<file path="src/rtl/alu_result_seg.sv">
// alu_result_seg: captures one ALU result and its flags through a valid/ready handshake
// and shows the held copy on a 4-digit multiplexed display. Optional flag digits: ALU_SEG_FLAGS_EN.
`default_nettype none

module alu_result_seg #(
  parameter logic [15:0] SCAN_DIV = 16'd50000
) (
  input  logic       clk,
  input  logic       rst_n,
  input  logic       in_valid,
  output logic       in_ready,
  input  logic [3:0] in_res,
  input  logic       in_zero,
  input  logic       in_overflow,
  input  logic       in_carry,
  input  logic       in_signed,
  input  logic       clear,
  output logic [7:0] seg_o,
  output logic [3:0] an_o,
  output logic [2:0] flags_o,
  output logic       shown_valid
);

  typedef enum logic [1:0] {
    IDLE = 2'd0,
    LOAD = 2'd1,
    SHOW = 2'd2
  } state_t;

  state_t      r_state;
  state_t      w_state_nxt;
  logic [15:0] r_div;
  logic [15:0] w_div_nxt;
  logic [1:0]  r_idx;
  logic [1:0]  w_idx_nxt;
  logic [3:0]  r_res;
  logic [3:0]  w_res_nxt;
  logic [2:0]  r_flags;
  logic [2:0]  w_flags_nxt;
  logic        r_signed;
  logic        w_signed_nxt;
  logic [7:0]  r_seg;
  logic [7:0]  w_seg_nxt;
  logic [3:0]  r_an;
  logic        w_accept;
  logic        w_wrap;
  logic        w_neg;
  logic [3:0]  w_mag;
  logic [7:0]  w_d2;
  logic [7:0]  w_d3;

  function automatic logic [7:0] f_glyph(input logic [3:0] v);
    case (v)
      4'h0: f_glyph = 8'hC0;
      4'h1: f_glyph = 8'hF9;
      4'h2: f_glyph = 8'hA4;
      4'h3: f_glyph = 8'hB0;
      4'h4: f_glyph = 8'h99;
      4'h5: f_glyph = 8'h92;
      4'h6: f_glyph = 8'h82;
      4'h7: f_glyph = 8'hF8;
      4'h8: f_glyph = 8'h80;
      4'h9: f_glyph = 8'h90;
      4'hA: f_glyph = 8'h88;
      4'hB: f_glyph = 8'h83;
      4'hC: f_glyph = 8'hC6;
      4'hD: f_glyph = 8'hA1;
      4'hE: f_glyph = 8'h86;
      default: f_glyph = 8'h8E;
    endcase
  endfunction

  assign in_ready    = (r_state != LOAD) & ~clear;
  assign w_accept    = in_valid & in_ready;
  assign shown_valid = (r_state != IDLE);
  assign seg_o       = r_seg;
  assign an_o        = r_an;
  assign flags_o     = r_flags;

  always_comb begin
    w_state_nxt = r_state;
    if (clear) begin
      w_state_nxt = IDLE;
    end else begin
      case (r_state)
        IDLE:    if (w_accept) w_state_nxt = LOAD;
        LOAD:    w_state_nxt = SHOW;
        SHOW:    if (w_accept) w_state_nxt = LOAD;
        default: w_state_nxt = IDLE;
      endcase
    end
  end

  always_comb begin
    w_res_nxt    = r_res;
    w_flags_nxt  = r_flags;
    w_signed_nxt = r_signed;
    if (clear) begin
      w_res_nxt    = 4'd0;
      w_flags_nxt  = 3'd0;
      w_signed_nxt = 1'b0;
    end else if (w_accept) begin
      w_res_nxt    = in_res;
      w_flags_nxt  = {in_overflow, in_carry, in_zero};
      w_signed_nxt = in_signed;
    end
  end

  assign w_wrap    = (r_div == SCAN_DIV - 16'd1);
  assign w_div_nxt = w_wrap ? 16'd0 : r_div + 16'd1;
  assign w_idx_nxt = w_wrap ? r_idx + 2'd1 : r_idx;

  // Decode from next-cycle values so seg_o and an_o land together and a capture shows in LOAD.
  assign w_neg = w_signed_nxt & w_res_nxt[3];
  assign w_mag = w_neg ? (4'd0 - w_res_nxt) : w_res_nxt;

`ifdef ALU_SEG_FLAGS_EN
  always_comb begin
    w_d3    = w_flags_nxt[1] ? 8'hC6 : 8'hFF;
    w_d2    = w_flags_nxt[2] ? 8'hA3 : 8'hFF;
    w_d2[7] = ~w_flags_nxt[0];
  end
`else
  assign w_d3 = 8'hFF;
  assign w_d2 = 8'hFF;
`endif

  always_comb begin
    w_seg_nxt = 8'hFF;
    if (w_state_nxt != IDLE) begin
      case (w_idx_nxt)
        2'd0:    w_seg_nxt = f_glyph(w_mag);
        2'd1:    w_seg_nxt = w_neg ? 8'hBF : 8'hFF;
        2'd2:    w_seg_nxt = w_d2;
        default: w_seg_nxt = w_d3;
      endcase
    end
  end

  always_ff @(posedge clk or negedge rst_n) begin
    if (!rst_n) begin
      r_state  <= IDLE;
      r_div    <= 16'd0;
      r_idx    <= 2'd0;
      r_res    <= 4'd0;
      r_flags  <= 3'd0;
      r_signed <= 1'b0;
      r_seg    <= 8'hFF;
      r_an     <= 4'b1110;
    end else begin
      r_state  <= w_state_nxt;
      r_div    <= w_div_nxt;
      r_idx    <= w_idx_nxt;
      r_res    <= w_res_nxt;
      r_flags  <= w_flags_nxt;
      r_signed <= w_signed_nxt;
      r_seg    <= w_seg_nxt;
      r_an     <= ~(4'b0001 << w_idx_nxt);
    end
  end

endmodule

`default_nettype wire

</file>
<file path="config.mk">
export PLATFORM = sky130hd
export DESIGN_NAME = alu_result_seg
export DESIGN_NICKNAME = d
export VERILOG_FILES = /design/src/rtl/alu_result_seg.sv
export SDC_FILE = /design/constraint.sdc
export NUM_CORES = 1
export LEC_CHECK = 0
export ABC_AREA = 0
export ABC_CLOCK_PERIOD_IN_PS = 3800
export BUFFER_PORTS_ARGS = -buffer_cell sky130_fd_sc_hd__buf_4
export CORE_UTILIZATION = 57
export DETAILED_ROUTE_END_ITERATION = 8
export PLACE_DENSITY_LB_ADDON = 0.2
export SYNTH_ARGS = -nofsm -noshare
export SYNTH_HDL_FRONTEND = slang
export SYNTH_SLANG_ARGS = --single-unit
</file>
<file path="constraint.sdc">
create_clock -name clk -period 3.8 [get_ports clk]
set_input_delay 0.19 -clock clk [delete_from_list [all_inputs] [get_ports clk]]
set_output_delay 0.19 -clock clk [all_outputs]
set_load 0.02 [all_outputs]
</file>
==> results of run 1 <==
## sequential cells by signal, summed over array words and instances (netlist names)
name	flops
r_div	16
seg_o	7
an_o	4
r_res	4
flags_o	3
r_idx	2
r_state	2
r_signed	1
## logic make-up after synthesis
kind of cell | synth area share
AND/OR/NAND/NOR | 0.223
flip-flops | 0.473
AO/OA/AOI/OAI | 0.120
XOR/XNOR | 0.0749
buffers and inverters | 0.0371
adder cells (fa/ha/maj) | 0.0419
multiplexers | 0.0282
other | 0.00180
## worst max path at each step
| stage | start | end | slack [ns] |
|---|---|---|---|
| final | r_state[1] | seg_o[0] | 0.89 |
| after global routing | r_state[1] | seg_o[0] | 0.69 |
| after CTS | r_state[1] | seg_o[0] | 0.91 |
| after detailed placement | r_state[1] | seg_o[0] | 0.91 |
| after global placement | r_state[1] | seg_o[0] | 1.05 |
| after floorplan | r_state[1] | seg_o[0] | 1.05 |
## cells in the mapped netlist, drive strengths merged, types with 5 or more instances
cell   instances  area [sq um]
and3           5          31.3
o21ai         10          65.1
nand3         11          55.1
inv            6          22.5
dfrtp         29           726
dfstp         10           263
buf            6          55.1
nor3           5          25.0
xor2           9          86.3
nand2         29           109
ha             7          87.6
a21oi          6          33.8
xnor2          8          70.1
nor2          20          75.1
## per-layer routing
layer | part of all wire | up-vias
met2 | 0.49 | 41
met1 | 0.47 | 752
met3 | 0.039 | 4
met5 | 0 | -
li1 | - | 752
met4 | 0.0053 | 0
## metrics by stage
step | area (sq um) | hold WS (ns) | worst slack (ns) | std cells
CTS | 2370 | 0.0364 | 0.912 | 280
finish | 2370 | 0.0397 | 0.888 | 280
detailed placement | 2310 | 0.180 | 0.912 | 271
floorplan | 2090 | -0.106 | 1.05 | 202
global route | 2370 | 0.0432 | 0.685 | 280
global placement | 2310 | 0.170 | 1.05 | 271
## power breakdown
part | switching (W) | leakage [nW] | total [W] | internal [W]
clock | 0.000129 | 0.0293 | 0.000201 | 0.0000722
combinational | 0.0000795 | 0.580 | 0.000134 | 0.0000549
sequential | 0.00000569 | 0.490 | 0.000439 | 0.000434
## critical path, stage by stage, from the launching register on
cell and delay [ns]:
dfrtp_1 0.41, nand2b_1 0.33, nand2_1 0.20, nand2_1 0.06, a21oi_1 0.15, buf_4 0.16, inv_1 0.07, ha_1 0.31
mux2i_4 0.23, inv_1 0.07, ha_1 0.21, or3_2 0.49, o221ai_2 0.07, nand2_1 0.07
## layout make-up
| class | instances | share of cell area |
|---|---|---|
| timing repair buffer | 30 | 0.0961 |
| multi-input combinational | 151 | 0.432 |
| clock inverter | 1 | 0.00211 |
| sequential | 39 | 0.417 |
| inverter | 6 | 0.00951 |
| tap | 46 | 0.0243 |
| clock buffer | 7 | 0.0190 |
## what timing repair did
| action | CTS | global route |
|---|---|---|
| hold buffers | 1 | 0 |
| setup endpoints to repair | 0 | 0 |
| endpoints found under the hold margin | 29 | 0 |
==> reports/qor.yml, run 1 <==
status: "finished, final reports clean"
finalCritPeriodShare: 0.766
grtUsageMet3: 0.0493
layout-drive-gt1-share: 0.274
path_max_fanout: 10
ys_seq_elements: 39
worstPathArrival_ns: 3.18
use_met2: 0.378
synth_cells: 202
wl_per_cell_um: 14.2
io_buffers: 27
dieHeight_um: 62.5
hold_class: "in -> reg"
cts_tree: "built"
drv_cap: 0
grt_pass1_vias: 1478
multi_input_area_sq_mm: 0.00102
top_usage_layer: "met2"
required_ns: 4.07
antenna_found_initial: 0
dpl.hpwl_mm: 2.89
h-tree-depth: 2
die_width_um: 62.5
io-pin-count: 29
synth_fp_nets: 221
clk_latency_ns: 0.34
vdd_drop_max_uv: 240
cts_resized: 0
cts.sinks: 39
fin_nets: 252
tightestPinTransition_ns: 0.583
clockBufferDepth: 2
seq_area_frac_synth: 0.473
fin_worst_skew_ns: 0.0103
worstHoldEndpoint: "flags_o[0]"
drv_slew: 0
dr.pass1.iters: 4
relSlewSlack: 0.611
viasPerCell: 5.53
holdPathStages: 3
final_util: 0.693
worst-r2r-cell-count: 13
grt_max_degree: 40
cts_buffers: 5
grtUsageTotal: 0.222
gr-usage-met1: 0.281
rr_endpoint: "seg_o[0]"
min_period_ns: 2.91
grt_pass1_wl_mm: 6.73
vias: 1549
diodes: 0
clk_pin_slew_ns: 0.11
ant_nets: 0
post_cts_buffers: 0
core_sq_mm: 0.00342
crit_path_end_kind: "register"
fin_setup_tns_ns: 0
die_area_sq_mm: 0.00391
drcViolationCount: 0
path_class: "reg -> reg"
gp_congestion: 0.876
area_growth_pct: 13.4
cts_root_buf: "clkbuf_4"
rsz0062_at_grt: "false"
regArea_sq_um: 988
syn_avg_cell_area_sq_um: 10.3
r2r-start: "r_state[1]"
ys.warnings.count: 0
max_freq_ghz: 0.343
start_util: 0.611
synth_area_sq_mm: 0.00209
async_flop_share: 1.00
hold_violations: 0
holdCritStartpoint: "in_zero"
setup_viol: 0
r2r_slack_ns: 0.89
final_cell_mix: "nand2_1 (29), dfrtp_1 (29), buf_4 (29)"
synth_ff_type: "dfrtp_1"
detail_route.wirelength_mm: 3.96
crit_path_start_kind: "register"
synth_cell_types: 51
drtIter0Drc: 40
num_rows: 21
p_leak_nw: 1.10
power_density_mw_per_mm2: 327
nFillCells: 256
overflow: 0
synth-edff-count: 0
power_w: 0.000775
No activity file was read; power rests on OpenSTA's default activity.
==> run 2: changes to the inputs <==
- ABC_AREA: 0 -> 1
- ABC_CLOCK_PERIOD_IN_PS: 3800 -> 2450
- CORE_UTILIZATION: 57 -> 51
- clock period: 3.8 -> 2.45 ns (I/O delays scaled with it)
==> run 2 against run 1 <==
Net effect: die area up 12%; critical path depth unchanged; via count up 4.5%; sequential power up 56%; clock-buffer cell count down 1; final area up 4.6%; cell count up 18%; clock power rose to 3.1 times the previous value; setup slack worse by 0.64 ns; utilization down 4.1 points; power up 96%; critical path type unchanged; largest cell class is now sequential cells; highest routed layer unchanged.
==> reports/qor.yml, run 2 <==
cts_root_buf: "clkbuf_8"
crit_path_start_kind: "register"
critPathTopFamily: "simple AND/OR/NAND/NOR gates"
dr.pass1.iters: 6  # +2
grt_pass1_wl_mm: 6.57  # -2.4%
path_max_fanout: 10  # unchanged
cp_common_cell: "nand2_1"
drv_slew: 0  # unchanged
diodes: 0  # unchanged
p_switching_w: 0.000359  # +68%
hold_class: "in -> reg"
die_width_um: 66.0  # +5.6%
grt_max_degree: 40  # unchanged
clk_pin_slew_ns: 0.07  # -0.04 ns
overflow: 0  # unchanged
setup_viol: 0  # unchanged
cts_tree: "built"
required_ns: 2.67  # -1.40 ns
drtIter0Drc: 60  # +50%
fin_worst_skew_ns: 0.00691  # -0.00336 ns
ys_seq_elements: 39  # unchanged
fin_setup_tns_ns: 0  # unchanged
layout_commonest_cell: "nand2_1"
grtUsageTotal: 0.199  # -0.0223
synth.top_cell.area_share: 0.347  # -0.000624
dieHeight_um: 66.0  # +5.6%
hold_violations: 0  # unchanged
pwr-share-clk: 0.412  # +0.153
synth_area_sq_mm: 0.00209  # +0.18%
finalCritPeriodShare: 0.899  # +0.132
power_w: 0.00152  # +96%
area_growth_pct: 18.5
num_rows: 22  # +4.8%
layout-drive-gt1-share: 0.246  # -0.0280
synth-edff-count: 0  # unchanged
viasPerCell: 4.92  # -11%
path_buf_inv: 0  # -3
synth_largest_area_cell: "dfrtp_1"
vdd_drop_max_uv: 417  # +74%
crit_path_end_kind: "register"
seq_area_frac_synth: 0.472  # -0.000849
top_register: "r_div"
synth_cell_types: 32  # -37%
io_buffers: 27  # unchanged
power_density_mw_per_mm2: 613  # +88%
holdCritStartpoint: "clear"
fin_nets: 299  # +19%
synth_fp_nets: 266  # +20%
post_cts_buffers: 0  # unchanged
syn_avg_cell_area_sq_um: 8.47  # -18%
intPower_w: 0.00116  # +110%
path_class: "reg -> reg"
yosys-top-cells-count: "nand2_1 (47), inv_1 (39), dfrtp_1 (29)"
grt_pass1_vias: 1597  # +8.1%
ys.warnings.count: 0  # unchanged
yosys-top-cells-area: "dfrtp_1 (35%), dfstp_2 (13%), nand2_1 (8.4%)"
r2r-start: "r_state[0]"
cp_cell_sequence: "nand2_4 -> nand2_4 -> nand2_1 -> nand3_2 -> ha_1 -> nand2_1 -> nand2_1 -> ha_1 -> nand3b_1 -> nand3_2 -> nand2_1 -> nand2_1 -> nand2_1"
path_depth: 13  # unchanged
cts_buffers: 5  # unchanged
worst-r2r-cell-count: 13  # unchanged
drv_cap: 0  # unchanged
largest_reg_flops: 16  # unchanged
pwr-share-seq: 0.450  # -0.117
dpl.hpwl_mm: 2.74  # -5.3%
clockBufferDepth: 2  # unchanged
synth.most_common_cell: "nand2_1"
max_freq_ghz: 0.454  # +32%
rsz0062_at_grt: "false"
final_cell_mix: "nand2_1 (47), inv_1 (39), dfrtp_1 (29)"
drcViolationCount: 0  # unchanged
power_switching_share: 0.236  # -0.0397
synth_cells: 247  # +22%
wl_per_cell_um: 11.0  # -22%
critPathLaunch: "r_state[0]"
cp-endpoint: "seg_o[6]"
gp_congestion: 0.872  # -0.50%
power_frac_comb: 0.139  # -0.035
rr_endpoint: "seg_o[6]"
worstPathArrival_ns: 2.42  # -0.76 ns
die_area_sq_mm: 0.00436  # +12%
crit_slowest_cell: "dfrtp_1"
critPathMaxStageDelay_ns: 0.43  # -0.06 ns
r2r_slack_ns: 0.25  # -0.64 ns
io-pin-count: 29  # unchanged
antenna_found_initial: 0  # unchanged
p_leak_nw: 1.27  # +16%
start_util: 0.551  # -0.0606
synth_ff_type: "dfrtp_1"
cts.sinks: 39  # unchanged
status: "finished, final reports clean"
vias: 1618  # +4.5%
detail_route.wirelength_mm: 3.62  # -8.6%
core_sq_mm: 0.00380  # +11%
clk_latency_ns: 0.29  # -0.05 ns
async_flop_share: 1.00  # unchanged
h-tree-depth: 2  # unchanged
min_period_ns: 2.20  # -0.710 ns
ant_nets: 0  # unchanged
run 2: cell types whose count changed after synthesis, moves of 5 or more:
cell	change
xnor2_1	-6
nand2_1	+18
nand2_2	+9
nand3_1	+17
nor2_1	+6
nand3_2	+6
and3_1	-5
inv_1	+33
run 2: cells by family (layout without fill, tap and decap cells):
| logic type | Yosys count | count (layout) | synth area share |
|---|---|---|---|
| other cells | 1 | 1 | 0.00179 |
| simple gates | 134 | 134 | 0.320 |
| fa+ha+maj | 7 | 7 | 0.0419 |
| compound gates | 15 | 15 | 0.0466 |
| xor+xnor | 7 | 7 | 0.0293 |
| flops | 39 | 39 | 0.472 |
| buf+inv | 44 | 78 | 0.0879 |
run 2: final cells by class:
| type | count | area [sq um] |
|---|---|---|
| Clock buffer | 6 | 72.6 |
| Clock inverter | 2 | 60.1 |
| Fill cell | 340 | 1320 |
| Inverter | 42 | 165 |
| Multi-Input combinational cell | 164 | 920 |
| Sequential cell | 39 | 988 |
| Tap cell | 48 | 60.1 |
| Timing Repair Buffer | 28 | 213 |
run 2: repair_timing:
item / 4_1_cts / 5_1_grt
setup endpoints to repair: 0 / 0
endpoints found under the hold margin: 29 / 0
resized for setup: 0 / 0
hold buffers: 1 / 0
run 2: worst min path at each step:
stage | endpoint | slack, ns | cells after the start
2_1_floorplan | an_o[0] | -0.17 | 0
3_3_place_gp | r_div[2] | 0.12 | 1
3_5_place_dp | r_div[2] | 0.12 | 1
4_1_cts | r_state[1] | 0.04 | 2
5_1_grt | r_state[1] | 0.06 | 2
6_report | r_state[1] | 0.05 | 2
run 2: worst reg2reg max path, delay by kind of cell (launching register included):
family	cells	cell delay, ns
flops	1	0.43
simple gates	11	1.18
fa+ha+maj	2	0.54
run 2: metrics by stage:
stage | cells | util | hold WS (ns) | instance area, sq um | setup WS, ns
after global routing | 329 | 0.653 | 0.0558 | 2480 | 0.0848
after CTS | 329 | 0.653 | 0.0449 | 2480 | 0.269
after floorplan | 247 | - | -0.173 | 2090 | 0.480
after global placement | 320 | 0.615 | 0.119 | 2340 | 0.383
after detailed placement | 320 | 0.615 | 0.117 | 2340 | 0.284
final | 329 | 0.653 | 0.0534 | 2480 | 0.248
run 2: per-layer routing:
metal,wire [um],track usage,vias up,part of all wire
li1,-,-,849,-
met1,1720,0.242,743,0.48
met2,1740,0.351,22,0.48
met3,115,0.0414,4,0.032
met4,46,0.0638,0,0.013
met5,0,0,-,0
run 2: power groups by stage:
stage               Sequential, W  Clock, W  Combinational [W]
floorplan                0.000717         0           0.000117
global placement         0.000696         0           0.000209
detailed placement       0.000696         0           0.000212
CTS                      0.000684  0.000638           0.000214
global route             0.000686  0.000671           0.000237
finish                   0.000683  0.000626           0.000211
==> run 3: changes to the inputs <==
- CORE_UTILIZATION: 51 -> 53
- CTS_BUF_LIST: unset -> sky130_fd_sc_hd__clkbuf_2
==> run 3 against run 2 <==
Net effect: via count increased by 1.9%; first-iteration DRC count increased by 18%; utilization hardly changed.
==> reports/qor.yml, run 3 (synthesis results as in run 2) <==
status: "finished, final reports clean"
io-pin-count: 29  # unchanged
worstHoldEndpoint: "r_state[1]"
fin_worst_skew_ns: 0.0121  # +0.00521 ns
largest_reg_flops: 16  # unchanged
drcViolationCount: 0  # unchanged
dpl_cell_area_sq_mm: 0.00234  # unchanged
cts_tree: "built"
cts_root_buf: "clkbuf_2"
viasPerCell: 4.95  # +0.63%
holdWs_ns: 0.0634  # +0.0100 ns
vdd_drop_max_uv: 351  # -16%
path_class: "in -> reg"
wl_per_cell_um: 11.0  # -0.30%
worstPathArrival_ns: 2.59  # +0.17 ns
nFillCells: 317  # -6.8%
r2r_slack_ns: 0.27  # +0.02 ns
fin_nets: 303  # +1.3%
power_density_mw_per_mm2: 481  # -22%
grt_pass1_vias: 1518  # -4.9%
min_period_ns: 2.26  # +0.0582 ns
die_width_um: 64.8  # -1.8%
hold_violations: 0  # unchanged
layout_commonest_cell: "nand2_1"
overflow: 0  # unchanged
layout-drive-gt1-share: 0.239  # -0.00696
fin_setup_tns_ns: 0  # unchanged
multi_input_area_sq_um: 920  # unchanged
r2r-start: "r_state[0]"
vias: 1648  # +1.9%
crit_path_end_kind: "register"
clk_pin_slew_ns: 0.18  # +0.11 ns
regArea_sq_um: 988  # unchanged
max_freq_ghz: 0.442  # -2.6%
dieHeight_um: 64.8  # -1.8%
required_ns: 2.78  # +0.11 ns
drv_slew: 0  # unchanged
holdCritStartpoint: "in_valid"
gp_congestion: 0.826  # -5.2%
holdPathStages: 4  # +2
antenna_found_initial: 0  # unchanged
rr_endpoint: "seg_o[6]"
clockBufferDepth: 2  # unchanged
core_sq_mm: 0.00372  # -2.2%
path_max_fanout: 9  # -1
setup_viol: 0  # unchanged
top_register: "r_div"
power_w: 0.00117  # -23%
drv_cap: 0  # unchanged
worst-r2r-cell-count: 13  # unchanged
diodes: 0  # unchanged
post_cts_buffers: 0  # unchanged
clk_latency_ns: 0.38  # +0.09 ns
die_area_sq_mm: 0.00420  # -3.7%
final_area_sq_mm: 0.00242  # -2.2%
drtIter0Drc: 71  # +18%
io_buffers: 27  # unchanged
num_rows: 22  # unchanged
cts.sinks: 39  # unchanged
hold_class: "in -> reg"
h-tree-depth: 2  # unchanged
grt_pass1_wl_mm: 6.39  # -2.7%
grtUsageTotal: 0.200  # +0.000668
rsz0062_at_grt: "false"
cts_buffers: 5  # unchanged
dpl.hpwl_mm: 2.69  # -1.9%
crit_path_start_kind: "input port"
final_cell_mix: "nand2_1 (47), inv_1 (39), dfrtp_1 (29)"
p_leak_nw: 1.25  # -1.6%
detail_route.wirelength_mm: 3.66  # +0.91%
finalCritPeriodShare: 0.923  # +0.0237
grt_max_degree: 40  # unchanged
dr.pass1.iters: 4  # -2
ant_nets: 0  # unchanged
start_util: 0.563  # +0.0122
area_growth_pct: 15.8
[run 3: cell types whose count changed in the layout (fill, tap and decap cells not counted)]
cell | before | now
dlygate4sd3_1 | 1 | 5
bufinv_16 | 2 | 0
clkbuf_2 | 0 | 6
clkbuf_1 | 1 | 0
clkbuf_8 | 5 | 0
clkinv_1 | 0 | 2
[run 3: layout make-up]
cell class,instances,area share
flip-flops and latches,39,0.408
repair buffers,32,0.104
well taps,48,0.0248
clock inverters,2,0.00310
inverters,42,0.0681
clock buffers,6,0.0124
multi-input cells,164,0.379
[run 3: through the flow]
step / instances / worst slack (ns) / util
final: 333 / 0.190 / 0.652
after floorplan: 247 / 0.480 / -
after global routing: 333 / 0.00217 / 0.652
after detailed placement: 320 / 0.303 / 0.629
after CTS: 333 / 0.233 / 0.652
after global placement: 320 / 0.378 / 0.629
[run 3: where the power goes]
part / total (W) / switching [W] / internal (W)
logic: 0.000215 / 0.000132 / 0.0000832
clock network: 0.000266 / 0.000197 / 0.0000688
registers: 0.000685 / 0.00000891 / 0.000676
total: 0.00117 / 0.000338 / 0.000828
[run 3: layer usage]
metal,up-vias,track usage,wire length [um]
li1,854,-,-
met1,769,0.244,1750
met2,21,0.336,1760
met3,4,0.0581,105
met4,0,0.0667,40
met5,-,0,0
[run 3: what timing repair did]
action	CTS	global route
hold buffers	5	0
resized for setup	0	0
endpoints found under the hold margin	34	0
[run 3: worst max-delay path by stage]
stage,startpoint,to,slack [ns]
finish,clear,seg_o[6],0.19
global route,clear,seg_o[6],0.002
CTS,clear,seg_o[6],0.23
detailed placement,r_state[0],seg_o[6],0.30
global placement,r_state[0],seg_o[6],0.38
floorplan,r_state[0],seg_o[6],0.48
[run 3: critical path: stages]
cell and delay, ns:
dlygate4sd3_1 0.55, buf_4 0.16, nor2_4 0.22, nand2_4 0.13, nand2_1 0.09, nand3_2 0.16
ha_1 0.32, nand2_1 0.06, nand2_1 0.10, ha_1 0.20, nand3b_1 0.21, nand3_2 0.10
nand2_1 0.05, nand2_1 0.05, nand2_1 0.05
